===== src/rtl/buffer_sequencer.sv =====
// buffer_sequencer: drives a single-port BRAM through a load phase (DEPTH
// words from a streaming loader) and a read-out phase (words streamed to the
// hash core with valid/ready backpressure).
//
// Ports:
//   clk, reset         rising-edge clock, synchronous active-low reset
//   start, abort       job control (start only honoured in IDLE)
//   wr_valid/wr_data/wr_ready      loader stream in
//   mem_we/mem_addr/mem_wdata      registered BRAM controls
//   mem_rdata          BRAM read data, valid one cycle after mem_addr
//   rd_valid/rd_data/rd_ready/rd_last   stream out to the hash core
//   state, busy, done  status (IDLE=00 WRITE=01 READ=10 DONE=11)
//
// Optional build macro MULTIPASS_EN: adds parameter PASSES and output
// pass_idx; the buffer is streamed PASSES times back-to-back.
module buffer_sequencer #(
  parameter int ADDR_W = 9,
  parameter int DATA_W = 32,
  parameter int DEPTH  = 512
`ifdef MULTIPASS_EN
  ,
  parameter int PASSES = 2
`endif
) (
  input  logic              clk,
  input  logic              reset,
  input  logic              start,
  input  logic              abort,
  input  logic              wr_valid,
  input  logic [DATA_W-1:0] wr_data,
  output logic              wr_ready,
  output logic              mem_we,
  output logic [ADDR_W-1:0] mem_addr,
  output logic [DATA_W-1:0] mem_wdata,
  input  logic [DATA_W-1:0] mem_rdata,
  output logic              rd_valid,
  output logic [DATA_W-1:0] rd_data,
  input  logic              rd_ready,
  output logic              rd_last,
`ifdef MULTIPASS_EN
  output logic [((PASSES > 1) ? $clog2(PASSES) : 1)-1:0] pass_idx,
`endif
  output logic [1:0]        state,
  output logic              busy,
  output logic              done
);

`ifdef MULTIPASS_EN
  localparam int NPASS = PASSES;
`else
  localparam int NPASS = 1;
`endif
  localparam int PW = (NPASS > 1) ? $clog2(NPASS) : 1;
  localparam int CW = ADDR_W + 1;  // pointers must reach DEPTH to saturate
  localparam logic [CW-1:0] DEPTH_C = CW'(DEPTH);
  localparam logic [CW-1:0] LAST_A  = CW'(DEPTH - 1);
  localparam logic [PW-1:0] LAST_P  = PW'(NPASS - 1);

  localparam logic [1:0] S_IDLE  = 2'b00;
  localparam logic [1:0] S_WRITE = 2'b01;
  localparam logic [1:0] S_READ  = 2'b10;
  localparam logic [1:0] S_DONE  = 2'b11;

  typedef struct packed {
    logic          last;
    logic [PW-1:0] pass;
  } tag_t;

  typedef struct packed {
    logic [DATA_W-1:0] data;
    tag_t              tag;
  } ent_t;

  logic [1:0]        state_q, state_d;
  logic [CW-1:0]     wp_q, wp_d, rp_q, rp_d;
  logic [PW-1:0]     ipass_q, ipass_d;
  logic              mem_we_q, mem_we_d;
  logic [ADDR_W-1:0] mem_addr_q, mem_addr_d;
  logic [DATA_W-1:0] mem_wdata_q, mem_wdata_d;
  // infl: address on the BRAM bus this cycle; rv: its data on mem_rdata now
  logic              infl_q, infl_d, rv_q, rv_d;
  tag_t              infl_tag_q, infl_tag_d, rv_tag_q, rv_tag_d;
  logic [1:0]        cnt_q, cnt_d;
  ent_t              e0_q, e0_d, e1_q, e1_d;

  ent_t       in_ent, head;
  logic       pop, issue;
  logic [2:0] occ;

  // Empty buffer falls through to mem_rdata so a freshly returned word can be
  // handshaken the cycle it arrives; that keeps the credit loop at 2 cycles.
  assign in_ent   = '{data: mem_rdata, tag: rv_tag_q};
  assign head     = (cnt_q != 2'd0) ? e0_q : in_ent;
  assign rd_valid = (state_q == S_READ) && ((cnt_q != 2'd0) || rv_q);
  assign rd_data  = rd_valid ? head.data : '0;
  assign rd_last  = rd_valid && head.tag.last;
  assign pop      = rd_valid && rd_ready;
`ifdef MULTIPASS_EN
  assign pass_idx = rd_valid ? head.tag.pass : '0;
`endif

  // Words buffered plus reads outstanding, with this cycle's pop already freed.
  assign occ   = {1'b0, cnt_q} + {2'b0, infl_q} + {2'b0, rv_q} - {2'b0, pop};
  assign issue = (state_q == S_READ) && !abort && (rp_q != DEPTH_C) && (occ < 3'd2);

  assign wr_ready  = (state_q == S_WRITE);
  assign busy      = (state_q == S_WRITE) || (state_q == S_READ);
  assign done      = (state_q == S_DONE);
  assign state     = state_q;
  assign mem_we    = mem_we_q;
  assign mem_addr  = mem_addr_q;
  assign mem_wdata = mem_wdata_q;

  always_comb begin
    state_d     = state_q;
    wp_d        = wp_q;
    rp_d        = rp_q;
    ipass_d     = ipass_q;
    mem_we_d    = 1'b0;
    mem_addr_d  = mem_addr_q;
    mem_wdata_d = mem_wdata_q;
    infl_d      = 1'b0;
    infl_tag_d  = infl_tag_q;
    rv_d        = infl_q;
    rv_tag_d    = infl_tag_q;
    cnt_d       = cnt_q;
    e0_d        = e0_q;
    e1_d        = e1_q;

    case (state_q)
      S_IDLE: begin
        if (start && !abort) begin
          state_d = S_WRITE;
          wp_d    = '0;
          rp_d    = '0;
          ipass_d = '0;
        end
      end
      S_WRITE: begin
        if (wr_valid) begin
          mem_we_d    = 1'b1;
          mem_addr_d  = wp_q[ADDR_W-1:0];
          mem_wdata_d = wr_data;
          wp_d        = wp_q + CW'(1);
          if (wp_q == LAST_A) state_d = S_READ;
        end
      end
      S_READ: begin
        if (issue) begin
          infl_d     = 1'b1;
          mem_addr_d = rp_q[ADDR_W-1:0];
          infl_tag_d = '{last: (rp_q == LAST_A), pass: ipass_q};
          if ((rp_q == LAST_A) && (ipass_q != LAST_P)) begin
            rp_d    = '0;
            ipass_d = ipass_q + PW'(1);
          end else begin
            rp_d = rp_q + CW'(1);
          end
        end
        if (pop && head.tag.last && (head.tag.pass == LAST_P)) state_d = S_DONE;
      end
      default: state_d = S_IDLE;
    endcase

    // Two-entry shift buffer; the credit check guarantees no push when full.
    case (cnt_q)
      2'd0: begin
        if (rv_q && !pop) begin
          e0_d  = in_ent;
          cnt_d = 2'd1;
        end
      end
      2'd1: begin
        if (pop) begin
          if (rv_q) e0_d = in_ent;
          else      cnt_d = 2'd0;
        end else if (rv_q) begin
          e1_d  = in_ent;
          cnt_d = 2'd2;
        end
      end
      default: begin
        if (pop) begin
          e0_d = e1_q;
          if (rv_q) e1_d = in_ent;
          else      cnt_d = 2'd1;
        end
      end
    endcase

    if (abort && (state_q != S_IDLE)) begin
      state_d     = S_IDLE;
      mem_we_d    = 1'b0;
      mem_addr_d  = mem_addr_q;
      mem_wdata_d = mem_wdata_q;
      infl_d      = 1'b0;
      rv_d        = 1'b0;
      cnt_d       = 2'd0;
    end
  end

  always_ff @(posedge clk) begin
    if (!reset) begin
      state_q     <= S_IDLE;
      wp_q        <= '0;
      rp_q        <= '0;
      ipass_q     <= '0;
      mem_we_q    <= 1'b0;
      mem_addr_q  <= '0;
      mem_wdata_q <= '0;
      infl_q      <= 1'b0;
      infl_tag_q  <= '0;
      rv_q        <= 1'b0;
      rv_tag_q    <= '0;
      cnt_q       <= 2'd0;
      e0_q        <= '0;
      e1_q        <= '0;
    end else begin
      state_q     <= state_d;
      wp_q        <= wp_d;
      rp_q        <= rp_d;
      ipass_q     <= ipass_d;
      mem_we_q    <= mem_we_d;
      mem_addr_q  <= mem_addr_d;
      mem_wdata_q <= mem_wdata_d;
      infl_q      <= infl_d;
      infl_tag_q  <= infl_tag_d;
      rv_q        <= rv_d;
      rv_tag_q    <= rv_tag_d;
      cnt_q       <= cnt_d;
      e0_q        <= e0_d;
      e1_q        <= e1_d;
    end
  end

endmodule


===== config.mk =====
export PLATFORM = sky130hd
export DESIGN_NAME = buffer_sequencer
export DESIGN_NICKNAME = d
export VERILOG_FILES = /design/src/rtl/buffer_sequencer.sv
export SDC_FILE = /design/constraint.sdc
export NUM_CORES = 1
export LEC_CHECK = 0
export BUFFER_PORTS_ARGS = -buffer_cell sky130_fd_sc_hd__buf_2
export CAP_MARGIN = 20
export CORE_MARGIN = 5
export CORE_UTILIZATION = 58
export DETAILED_ROUTE_END_ITERATION = 8
export PLACE_DENSITY = 0.85
export SLEW_MARGIN = 20
export SYNTH_ARGS = -nofsm -noshare
export SYNTH_HDL_FRONTEND = slang
export SYNTH_SLANG_ARGS = --single-unit

===== constraint.sdc =====
create_clock -name clk -period 5.25 [get_ports clk]
set_clock_uncertainty 0.05 [all_clocks]
set_input_delay 0.525 -clock clk [delete_from_list [all_inputs] [get_ports clk]]
set_output_delay 0.525 -clock clk [all_outputs]
set_load 0.02 [all_outputs]

==> impl_metrics.tcl <==
set metrics [dict create \
    status "finished clean" \
    cellLeakagePower_nw 3.17 \
    critPathKind "flip-flop to flip-flop" \
    r2r_cells 14 \
    antenna_found_initial 1 \
    io_buffer_count 150 \
    relSlewSlack_pct 26.2 \
    timing.rr.start "state[0]$_SDFFE_PP0P_" \
    cp_cell_sequence "inv_1 -> ha_1 -> buf_4 -> nand2_1 -> a21o_1 -> ha_1 -> ha_1 -> a21o_1 -> fa_1 -> nor3b_4 -> nand2_2 -> o21ai_1 -> o2111ai_1 -> mux2i_1" \
    firstDrtPassIters 5 \
    p_per_area_mw_per_mm2 342 \
    vias 5897 \
    yosys_register_bits 141 \
    whs_path_depth 3 \
    cts_tree "yes" \
    cp-end-kind "flip-flop" \
    grt_max_degree 69 \
    r2r_end "mem_addr[8]$_SDFFE_PN0P_" \
    io_pins 151 \
    rows 39 \
    ys.flop_type "dfxtp_1" \
    dp_cells 1033 \
    grt_pass1_vias 5418 \
    wl_per_cell_um 14.8 \
    finalSetupViolations 0 \
    yosysSeqAreaShare_pct 42.9 \
    timing.final.hold_violations 0 \
    final_max_slew_viol_count 0 \
    drive_gt1_share_pct 23.5 \
    ir_drop_v 0.000281 \
    syn_inst 787 \
    post-cts-setup-buffers 0 \
    synth_edf_count 0 \
    areaGrowthSynthToFinish_pct 20.1 \
    fin_cells 1065 \
    cap_violations 0 \
    start_util_pct 58.4 \
    worstPathArrival_ps 4270 \
    antenna_left 0 \
    timing.fmax_mhz 246 \
    drt-total-wl_mm 15.8 \
    yosysWarnings 0 \
    layout_commonest_cell "nand2_1" \
    required_ps 5460 \
    period_share_pct 77.4 \
    finish.instance_area_mm2 0.00790 \
    ys_async_sr_fraction_pct 0 \
    hpwl_mm 10.4 \
    timing.critical_path.mode_cell "ha_1" \
    grt_overflow 0 \
    clock_sinks 141 \
    h-tree-depth 4 \
    hold_class "primary input to flip-flop" \
    post_cts_resized 0 \
    crit_path_top_delay_cell "o2111ai_1" \
    layout.nets 993 \
    nFillCells 895 \
    cts_buffer_depth 2 \
    whs_endpoint "mem_wdata[1]$_SDFFE_PN0P_" \
    path_clk_slew_ps 60 \
    r2r_setup_slack_ps 1190 \
    cts_made_buffers 17 \
    dpl-instance-area_mm2 0.00734 \
    finalSetupTns_ps 0 \
    mostFrequentLayoutCells "172 x nand2_1, 150 x buf_2, 140 x dfxtp_1" \
    multi_input_area_mm2 0.00348 \
    grt_pass1_wl_mm 25.6 \
    worst_pin_slew_ps 1110 \
    grt_util_all_layers_pct 23.5 \
    syn-num-nets 871 \
    syn_area_mm2 0.00658 \
    critPathMaxFanout 20 \
    register_area_mm2 0.00282 \
    cts_hold_buf 0 \
    clock_latency_ps 420 \
    critical-path-max-stage-delay_ps 550 \
    rsz0062_at_grt "false" \
    synth.avg_cell_area_um2 8.36 \
    die_h_um 117 \
    start_kind "flip-flop" \
    drt_iter0_drc 518 \
    min_period_ps 4060 \
    coreArea_mm2 0.0113 \
    gp_congestion 0.881 \
    die_x_um 117 \
    synth_cell_type_count 56 \
    die-area_mm2 0.0136 \
    avgViaCountPerCell 5.54 \
    cts_root_buf "clkbuf_16" \
    min_from "wr_data[1]" \
    drc_errors 0 \
]
[area by class of cell]
cell class	count	area share, %
multi-input cells	576	44.0
flip-flops and latches	141	35.7
repair buffers	158	10.3
clock buffers	22	6.25
well taps	143	2.26
clock inverters	9	0.760
inverters	15	0.712
diodes	1	0.0317
[layer usage]
layer / global-route usage (%) / wire [µm] / part of all wire, %
met1: 30.8 / 6820 / 43
met2: 36.7 / 7260 / 46
met3: 7.51 / 1430 / 9.1
met4: 8.18 / 269 / 1.7
met5: 0 / 0 / 0
[cells by family (layout without fill, tap and decap cells)]
logic type,after synthesis,in the layout,share of synthesized area (%)
and+or+nand+nor,317,317,20.7
buffers and inverters,70,204,4.75
AOI/OAI and AO/OA,148,148,14.0
xor gates and xnor gates,6,6,0.798
DFF,141,141,42.9
other,0,1,0
muxes,91,91,14.0
adders and majority gates,14,14,2.78
[worst max-delay path, delay by kind of cell (launching register included)]
family	cells	cell delay [ps]
DFF	1	360
muxes	1	270
adders and majority gates	4	1180
AOI/OAI and AO/OA	4	1130
and+or+nand+nor	3	520
buffers and inverters	2	370
[metrics by stage]
stage | setup WS [ps] | hold WS (ps) | util, % | power, mW
after CTS | 1230 | 278 | 70.1 | 2.72
final | 1190 | 288 | 70.1 | 2.70
after global routing | 969 | 286 | 70.1 | 2.83
after floorplan | 1750 | 379 | - | 1.49
after global placement | 1340 | 389 | 65.1 | 1.61
after detailed placement | 1260 | 393 | 65.2 | 1.62
[where the power goes]
group          internal [mW]  total [mW]  switching [mW]
registers               1.12        1.14          0.0270
logic                  0.162       0.456           0.294
clock network          0.662        1.10           0.441
[how the worst max path moves through the flow]
stage,start,end,slack (ps),cells past startpoint
global route,state[0]$_SDFFE_PP0P_,mem_addr[8]$_SDFFE_PN0P_,970,14
floorplan,state[0]$_SDFFE_PP0P_,rp_q[6]$_SDFFE_PN0P_,1750,14
global placement,state[0]$_SDFFE_PP0P_,mem_addr[7]$_SDFFE_PN0P_,1340,14
CTS,state[0]$_SDFFE_PP0P_,mem_addr[8]$_SDFFE_PN0P_,1230,14
detailed placement,state[0]$_SDFFE_PP0P_,mem_addr[1]$_SDFFE_PN0P_,1260,14
finish,state[0]$_SDFFE_PP0P_,mem_addr[8]$_SDFFE_PN0P_,1190,14
[synthesized netlist by cell type, drive strengths merged (6+ instances only)]
master / instances / area, µm²
xor2: 6 / 52.6
mux2: 9 / 101
ha: 13 / 163
nand2: 173 / 652
buf: 25 / 144
nor2: 92 / 348
a211oi: 35 / 263
dfxtp: 141 / 2820
mux2i: 82 / 821
clkbuf: 30 / 113
nand3: 12 / 65.1
a21oi: 77 / 389
o21ai: 15 / 75.1
inv: 15 / 56.3
[flip-flops by register name, indices dropped and copies added, names as in the netlist]
register    cells
mem_wdata      32
state           2
e1_q           34
ipass_q         1
mem_we          1
cnt_q           2
infl_tag_q      2
infl_q          1
mem_addr        9
e0_q           34
rv_q            1
wp_q           10
in_ent          2
rp_q           10
Power figures use the tool's default switching activity.
